## config.mk

```make
export PLATFORM = sky130hd
export DESIGN_NAME = kyber_ntt_core
export DESIGN_NICKNAME = d
export VERILOG_FILES = /design/src/rtl/kyber_ntt_core.sv
export SDC_FILE = /design/constraint.sdc
export NUM_CORES = 1
export LEC_CHECK = 0
export CAP_MARGIN = 20
export CORE_MARGIN = 3
export CORE_UTILIZATION = 59
export CTS_BUF_LIST = sky130_fd_sc_hd__clkbuf_4 sky130_fd_sc_hd__clkbuf_8
export CTS_CLUSTER_DIAMETER = 150
export DETAILED_ROUTE_END_ITERATION = 10
export PLACE_DENSITY = 0.75
export SYNTH_ARGS = -nofsm -noshare
export SYNTH_HDL_FRONTEND = slang
export SYNTH_SLANG_ARGS = --single-unit
export TNS_END_PERCENT = 1
```

## constraint.sdc

```tcl
create_clock -name clk -period 29.9 [get_ports clk]
set_clock_uncertainty 0.2 [all_clocks]
set_input_delay 5.98 -clock clk [delete_from_list [all_inputs] [get_ports clk]]
set_output_delay 5.98 -clock clk [all_outputs]
set_load 0.01 [all_outputs]
```

## src/rtl/kyber_ntt_core.sv

```systemverilog
// Forward Kyber NTT engine: in-place Cooley-Tukey over a 256x12 RAM with a 4-cycle butterfly pipeline.
// Optional KYBER_NTT_CYC_CNT_EN adds a cyc_cnt[15:0] busy-cycle counter output.
module kyber_ntt_core #(
    parameter int Q      = 3329,
    parameter int BARR_M = 5039
) (
    input  logic        clk,
    input  logic        reset,
    input  logic        start,
    output logic        busy,
    output logic        done,
    output logic [6:0]  zeta_ad,
    output logic        zeta_ce,
    output logic        zeta_oce,
    input  logic [11:0] zeta_dout,
    output logic [7:0]  rd_addr_a,
    output logic [7:0]  rd_addr_b,
    input  logic [11:0] rd_data_a,
    input  logic [11:0] rd_data_b,
    output logic        wr_en,
    output logic [7:0]  wr_addr_a,
    output logic [7:0]  wr_addr_b,
    output logic [11:0] wr_data_a,
    output logic [11:0] wr_data_b
`ifdef KYBER_NTT_CYC_CNT_EN
   ,output logic [15:0] cyc_cnt
`endif
);
    localparam int          PIPE     = 4;
    localparam int          STAGES   = PIPE - 1;
    localparam logic [1:0]  DRN_LAST = 2'(PIPE - 1);

    typedef enum logic [1:0] {IDLE, ISSUE, DRAIN, FIN} state_t;
    state_t state, state_nxt;

    logic [2:0] layer, nxt_layer;
    logic [6:0] bf, nxt_bf;
    logic [1:0] drn_cnt;
    logic       load_iss;
    logic [7:0] len_n, j_n;
    logic [6:0] k_n;

    always_ff @(posedge clk) begin
        if (reset) state <= IDLE;
        else       state <= state_nxt;
    end

    // load_iss marks that the next cycle issues butterfly (nxt_layer, nxt_bf)
    always_comb begin
        state_nxt = state;
        load_iss  = 1'b0;
        nxt_layer = layer;
        nxt_bf    = bf;
        case (state)
            IDLE: if (start) begin
                state_nxt = ISSUE;
                load_iss  = 1'b1;
                nxt_layer = 3'd0;
                nxt_bf    = 7'd0;
            end
            ISSUE: if (bf == 7'd127) state_nxt = DRAIN;
                   else begin
                       load_iss = 1'b1;
                       nxt_bf   = bf + 7'd1;
                   end
            DRAIN: if (drn_cnt == DRN_LAST) begin
                if (layer == 3'd6) state_nxt = FIN;
                else begin
                    state_nxt = ISSUE;
                    load_iss  = 1'b1;
                    nxt_layer = layer + 3'd1;
                    nxt_bf    = 7'd0;
                end
            end
            FIN:     state_nxt = IDLE;
            default: state_nxt = IDLE;
        endcase
    end

    always_comb begin
        busy     = (state != IDLE);
        done     = (state == FIN);
        zeta_ce  = (state == ISSUE);
        zeta_oce = busy;
    end

    // j = 2*b*len + i equals bf + b*len, and b*len is just bf with the low log2(len) bits cleared
    always_comb begin
        len_n = 8'd128 >> nxt_layer;
        j_n   = {1'b0, nxt_bf} + ({1'b0, nxt_bf} & ~(len_n - 8'd1));
        k_n   = (7'd1 << nxt_layer) + (nxt_bf >> (3'd7 - nxt_layer));
    end

    always_ff @(posedge clk) begin
        if (reset) begin
            layer     <= 3'd0;
            bf        <= 7'd0;
            drn_cnt   <= 2'd0;
            rd_addr_a <= 8'd0;
            rd_addr_b <= 8'd0;
            zeta_ad   <= 7'd0;
        end else begin
            layer   <= nxt_layer;
            bf      <= nxt_bf;
            drn_cnt <= (state == DRAIN) ? drn_cnt + 2'd1 : 2'd0;
            if (load_iss) begin
                rd_addr_a <= j_n;
                rd_addr_b <= j_n + len_n;
                zeta_ad   <= k_n;
            end
        end
    end

    // vld_pipe[0] = RAM/ROM data returning, vld_pipe[STAGES] = write cycle
    logic [STAGES:0]       vld_pipe;
    logic [STAGES:0][7:0]  wa_pipe, wb_pipe;
    logic [11:0]           a1, b1, z1, a2, a3, t3;
    logic [23:0]           p2;
    logic [11:0]           qh, t_red;
    logic [13:0]           t0, t1, t2;
    logic [12:0]           sum;

    always_comb begin
        qh    = 12'((37'(p2) * 37'(BARR_M)) >> 24);
        t0    = 14'(p2 - 24'(qh) * 24'(Q));
        t1    = (t0 >= 14'(Q)) ? t0 - 14'(Q) : t0;
        t2    = (t1 >= 14'(Q)) ? t1 - 14'(Q) : t1;
        t_red = 12'(t2);
    end

    always_ff @(posedge clk) begin
        if (reset) begin
            vld_pipe <= '0;
            wa_pipe  <= '0;
            wb_pipe  <= '0;
            a1 <= '0; b1 <= '0; z1 <= '0;
            a2 <= '0; p2 <= '0;
            a3 <= '0; t3 <= '0;
        end else begin
            vld_pipe <= {vld_pipe[STAGES-1:0], (state == ISSUE)};
            wa_pipe  <= {wa_pipe[STAGES-1:0], rd_addr_a};
            wb_pipe  <= {wb_pipe[STAGES-1:0], rd_addr_b};
            a1 <= rd_data_a;
            b1 <= rd_data_b;
            z1 <= zeta_dout;
            a2 <= a1;
            p2 <= 24'(z1) * 24'(b1);
            a3 <= a2;
            t3 <= t_red;
        end
    end

    assign sum       = 13'(a3) + 13'(t3);
    assign wr_en     = vld_pipe[STAGES];
    assign wr_addr_a = wa_pipe[STAGES];
    assign wr_addr_b = wb_pipe[STAGES];
    assign wr_data_a = (sum >= 13'(Q)) ? 12'(sum - 13'(Q)) : sum[11:0];
    assign wr_data_b = (a3 >= t3) ? a3 - t3 : a3 - t3 + 12'(Q);

`ifdef KYBER_NTT_CYC_CNT_EN
    always_ff @(posedge clk) begin
        if (reset)                       cyc_cnt <= 16'd0;
        else if (state == IDLE && start) cyc_cnt <= 16'd0;
        else if (busy)                   cyc_cnt <= cyc_cnt + 16'd1;
    end
`endif
endmodule
```

==> flow_summary_export.csv <==
group,metric,value,unit
synth,synth_cells,2258,
synth,ys_seq_area_share,19.6,%
finish,final_common_cell,"inv_1",
clock_network,clkTransAtPathRegs,0.07,ns
grt,grt_max_degree,119,
synth,synth_simple_gate_area_share,16.5,%
sta,tightest_slew,0.958,ns
grt,grt_util_all_layers,24.5,%
detailed_routing,viasPerCell,5.32,
detailed_routing,num_vias,14800,
grt,grt_pass1_vias,15600,
finish,diodes,0,
worst_setup_path,worst-path-max-fanout,16,
clock_network,cts_repair_resize_count,0,
clock_network,holdBufCountCts,0,
synth,synth_fp_nets,2806,
worst_setup_path,r2r_slack,17.80,ns
sta,drv_slew,0,
synth,synth_adder_area_share,39.8,%
clock_network,clock-sinks,201,
finish,stdcell_count,2778,
detailed_routing,detail-route-antenna-nets,0,
placed_design,io_buffers,106,
floorplanning,ioPinCount,107,
hold_path,hold_end,"a2[0]$_SDFF_PP0_",
placed_design,dp_hpwl,35.0,mm
sta,hold_violations,0,
sta,fin_crit,12.10,ns
synth,synth_mux_area_share,0.420,%
synth,synth_top_area_share,23.3,%
placed_design,globalplace.congestion,0.936,
worst_setup_path,crit_path_top_delay_cell,"o32ai_2",
worst_setup_path,worstRegToRegCells,39,
grt,grt_overflow,0,
worst_setup_path,endpoint_kind,"flip-flop",
floorplanning,num_rows,67,
synth,synth_compound_area_share,10.0,%
synth,synthXorXnorAreaFrac,4.80,%
synth,syn_area,20500,µm²
clock_network,clock_path_buffers,3,
sta,fmax,0.0827,GHz
hold_path,holdPathStages,1,
synth,synth_top_family_by_area,"adder cells",
clock_network,root_buffer,"clkbuf_8",
grt,antenna_found_initial,0,
finish,final_cell_mix,"inv_1 (362), ha_1 (270), fa_1 (239), dfxtp_1 (201), nand2_1 (180)",
sta,slew_headroom,36.1,%
synth,synth_area_leader_cell,"fa_1",
detailed_routing,drt_iter0_markers,828,
detailed_routing,drt_pre_antenna_iters,5,
run,cap_viol_max_count,0,
clock_network,h-tree-depth,2,
worst_setup_path,crit_buf_inv,4,
sta,period_share,40.5,%
synth,synth_cell_types,91,
worst_setup_path,r2r_start,"p2[7]$_SDFF_PP0_",
worst_setup_path,criticalPathCategory,"flip-flop to flip-flop",
worst_setup_path,crit_family,"adder cells",
finish,fin_nets,2859,
grt,grt_pass1_wl,74.3,mm
sta,finalSetupViolations,0,
sta,hold_slack,0.231,ns
synth,synth_seq_cells,201,
floorplanning,die_area,37100,µm²
floorplanning,core-area,34000,µm²
floorplanning,die_w,193,µm
worst_setup_path,worstPathArrival,12.27,ns
clock_network,cts_tree,"done",
synth,async_reset_ff_share,0,%
sta,setup_tns,0,ns
worst_setup_path,worst_setup_path_start_kind,"flip-flop",
detailed_routing,routed_wl,42.9,mm
synth,synth-edff-count,0,
hold_path,min_path_type,"flip-flop to flip-flop",
synth,synth_flop_cell,"dfxtp_1",
sta,rsz0062_at_grt,"false",
clock_network,cts_made_buffers,36,
placed_design,dp.cells,2720,
worst_setup_path,crit_top_cell,"fa_1",
outcome,status,"completed",
placed_design,dp_slack,17.89,ns
clock_network,clk_latency,0.53,ns
finish,final_layout_size_suffix_gt1_share,4.08,%
finish,n_fill_cell,2757,
clock_network,cts_setup_buffers,0,
finish,area_growth,9.19,%
worst_setup_path,cp.required,30.07,ns
detailed_routing,drc,0,
floorplanning,die_h,193,µm
worst_setup_path,slowest_delay,0.82,ns
hold_path,hp-start,"a1[0]$_SDFF_PP0_",
synth,synth.avg_cell_area,9.09,µm²
synth,synth_area_leaders,"fa_1 (23%), dfxtp_1 (20%), ha_1 (16%)",
worst_setup_path,r2r-end,"t3[2]$_SDFF_PP0_",
sta,setup_slack,17.80,ns
synth,ys.warnings.count,0,
floorplanning,start_util,60.5,%
detailed_routing,wl_per_cell,15.5,µm
-- logic make-up after synthesis --
| logic type | after synthesis |
|---|---|
| AOI/OAI and AO/OA | 305 |
| other | 1 |
| DFF | 201 |
| adders and majority gates | 509 |
| xor gates and xnor gates | 110 |
| buffers and inverters | 456 |
| and+or+nand+nor | 668 |
| muxes | 8 |
-- synthesized netlist by cell type (12+ instances only) --
master	number
nand2_1	180
a21oi_1	87
o21a_1	17
clkbuf_1	66
nor3_1	46
nand4_1	14
dfxtp_1	201
nor2_1	133
xnor2_1	72
xor2_1	36
fa_1	239
nor2b_1	145
nand2b_1	18
o21ai_0	54
inv_1	362
nand3_1	17
buf_4	19
ha_1	270
o31ai_1	12
a211oi_1	14
o21bai_1	14
and2_1	58
and3_1	12
a21o_1	19
-- routing by layer --
layer | track usage (%) | wire [µm] | vias up | part of all wire [%]
li1 | - | - | 7325 | -
met2 | 42.7 | 21300 | 301 | 50
met1 | 31.9 | 18900 | 7067 | 44
met4 | 6.92 | 1130 | 0 | 2.6
met5 | 0 | 0 | - | 0
met3 | 3.31 | 1540 | 77 | 3.6
-- final cells by class --
type | count | area [µm²] | area share [%]
repair buffers | 109 | 1080 | 4.83
clock buffers | 47 | 616 | 2.75
inverters | 362 | 1360 | 6.06
flip-flops and latches | 201 | 4020 | 17.9
well taps | 448 | 561 | 2.50
clock inverters | 10 | 91.3 | 0.407
multi-input cells | 1601 | 14700 | 65.5
-- sequential cells by signal (all words and copies together) (netlist names) --
register and flops:
a1 12, a3 12, z1 12, rd_addr_a 8
zeta_ad 7, vld_pipe 4, a2 12, wa_pipe 24
drn_cnt 2, b1 12, wb_pipe 24, t3 12
state 2, rd_addr_b 8, p2 24, wr_addr_a 8
bf 7, wr_addr_b 8, layer 3
-- metrics by stage --
step | util, % | cell area [µm²]
floorplan | - | 20500
global placement | 63.9 | 21700
detailed placement | 63.9 | 21700
CTS | 66.0 | 22400
global route | 66.0 | 22400
finish | 66.0 | 22400
-- how the worst max path moves through the flow --
stage,cells past startpoint,to,from,slack [ns]
after floorplan,43,t3[4]$_SDFF_PP0_,p2[10]$_SDFF_PP0_,19.23
after global placement,40,t3[5]$_SDFF_PP0_,p2[7]$_SDFF_PP0_,18.22
after detailed placement,39,t3[5]$_SDFF_PP0_,p2[7]$_SDFF_PP0_,17.89
after CTS,39,t3[2]$_SDFF_PP0_,p2[7]$_SDFF_PP0_,17.85
after global routing,39,t3[4]$_SDFF_PP0_,p2[10]$_SDFF_PP0_,17.10
final,39,t3[2]$_SDFF_PP0_,p2[7]$_SDFF_PP0_,17.80
-- worst reg2reg max path, delay by kind of cell (launching register included) --
family                   cells  cell delay (ns)
flip-flops                   1             0.62
AO/OA/AOI/OAI               14             3.62
AND/OR/NAND/NOR              7             2.01
buffers and inverters        4             0.22
adder cells (fa/ha/maj)     12             4.79
XOR/XNOR                     2             0.48
Power is not shown: default switching activity piles up to over one toggle a cycle in this logic, so the estimate is an artifact.
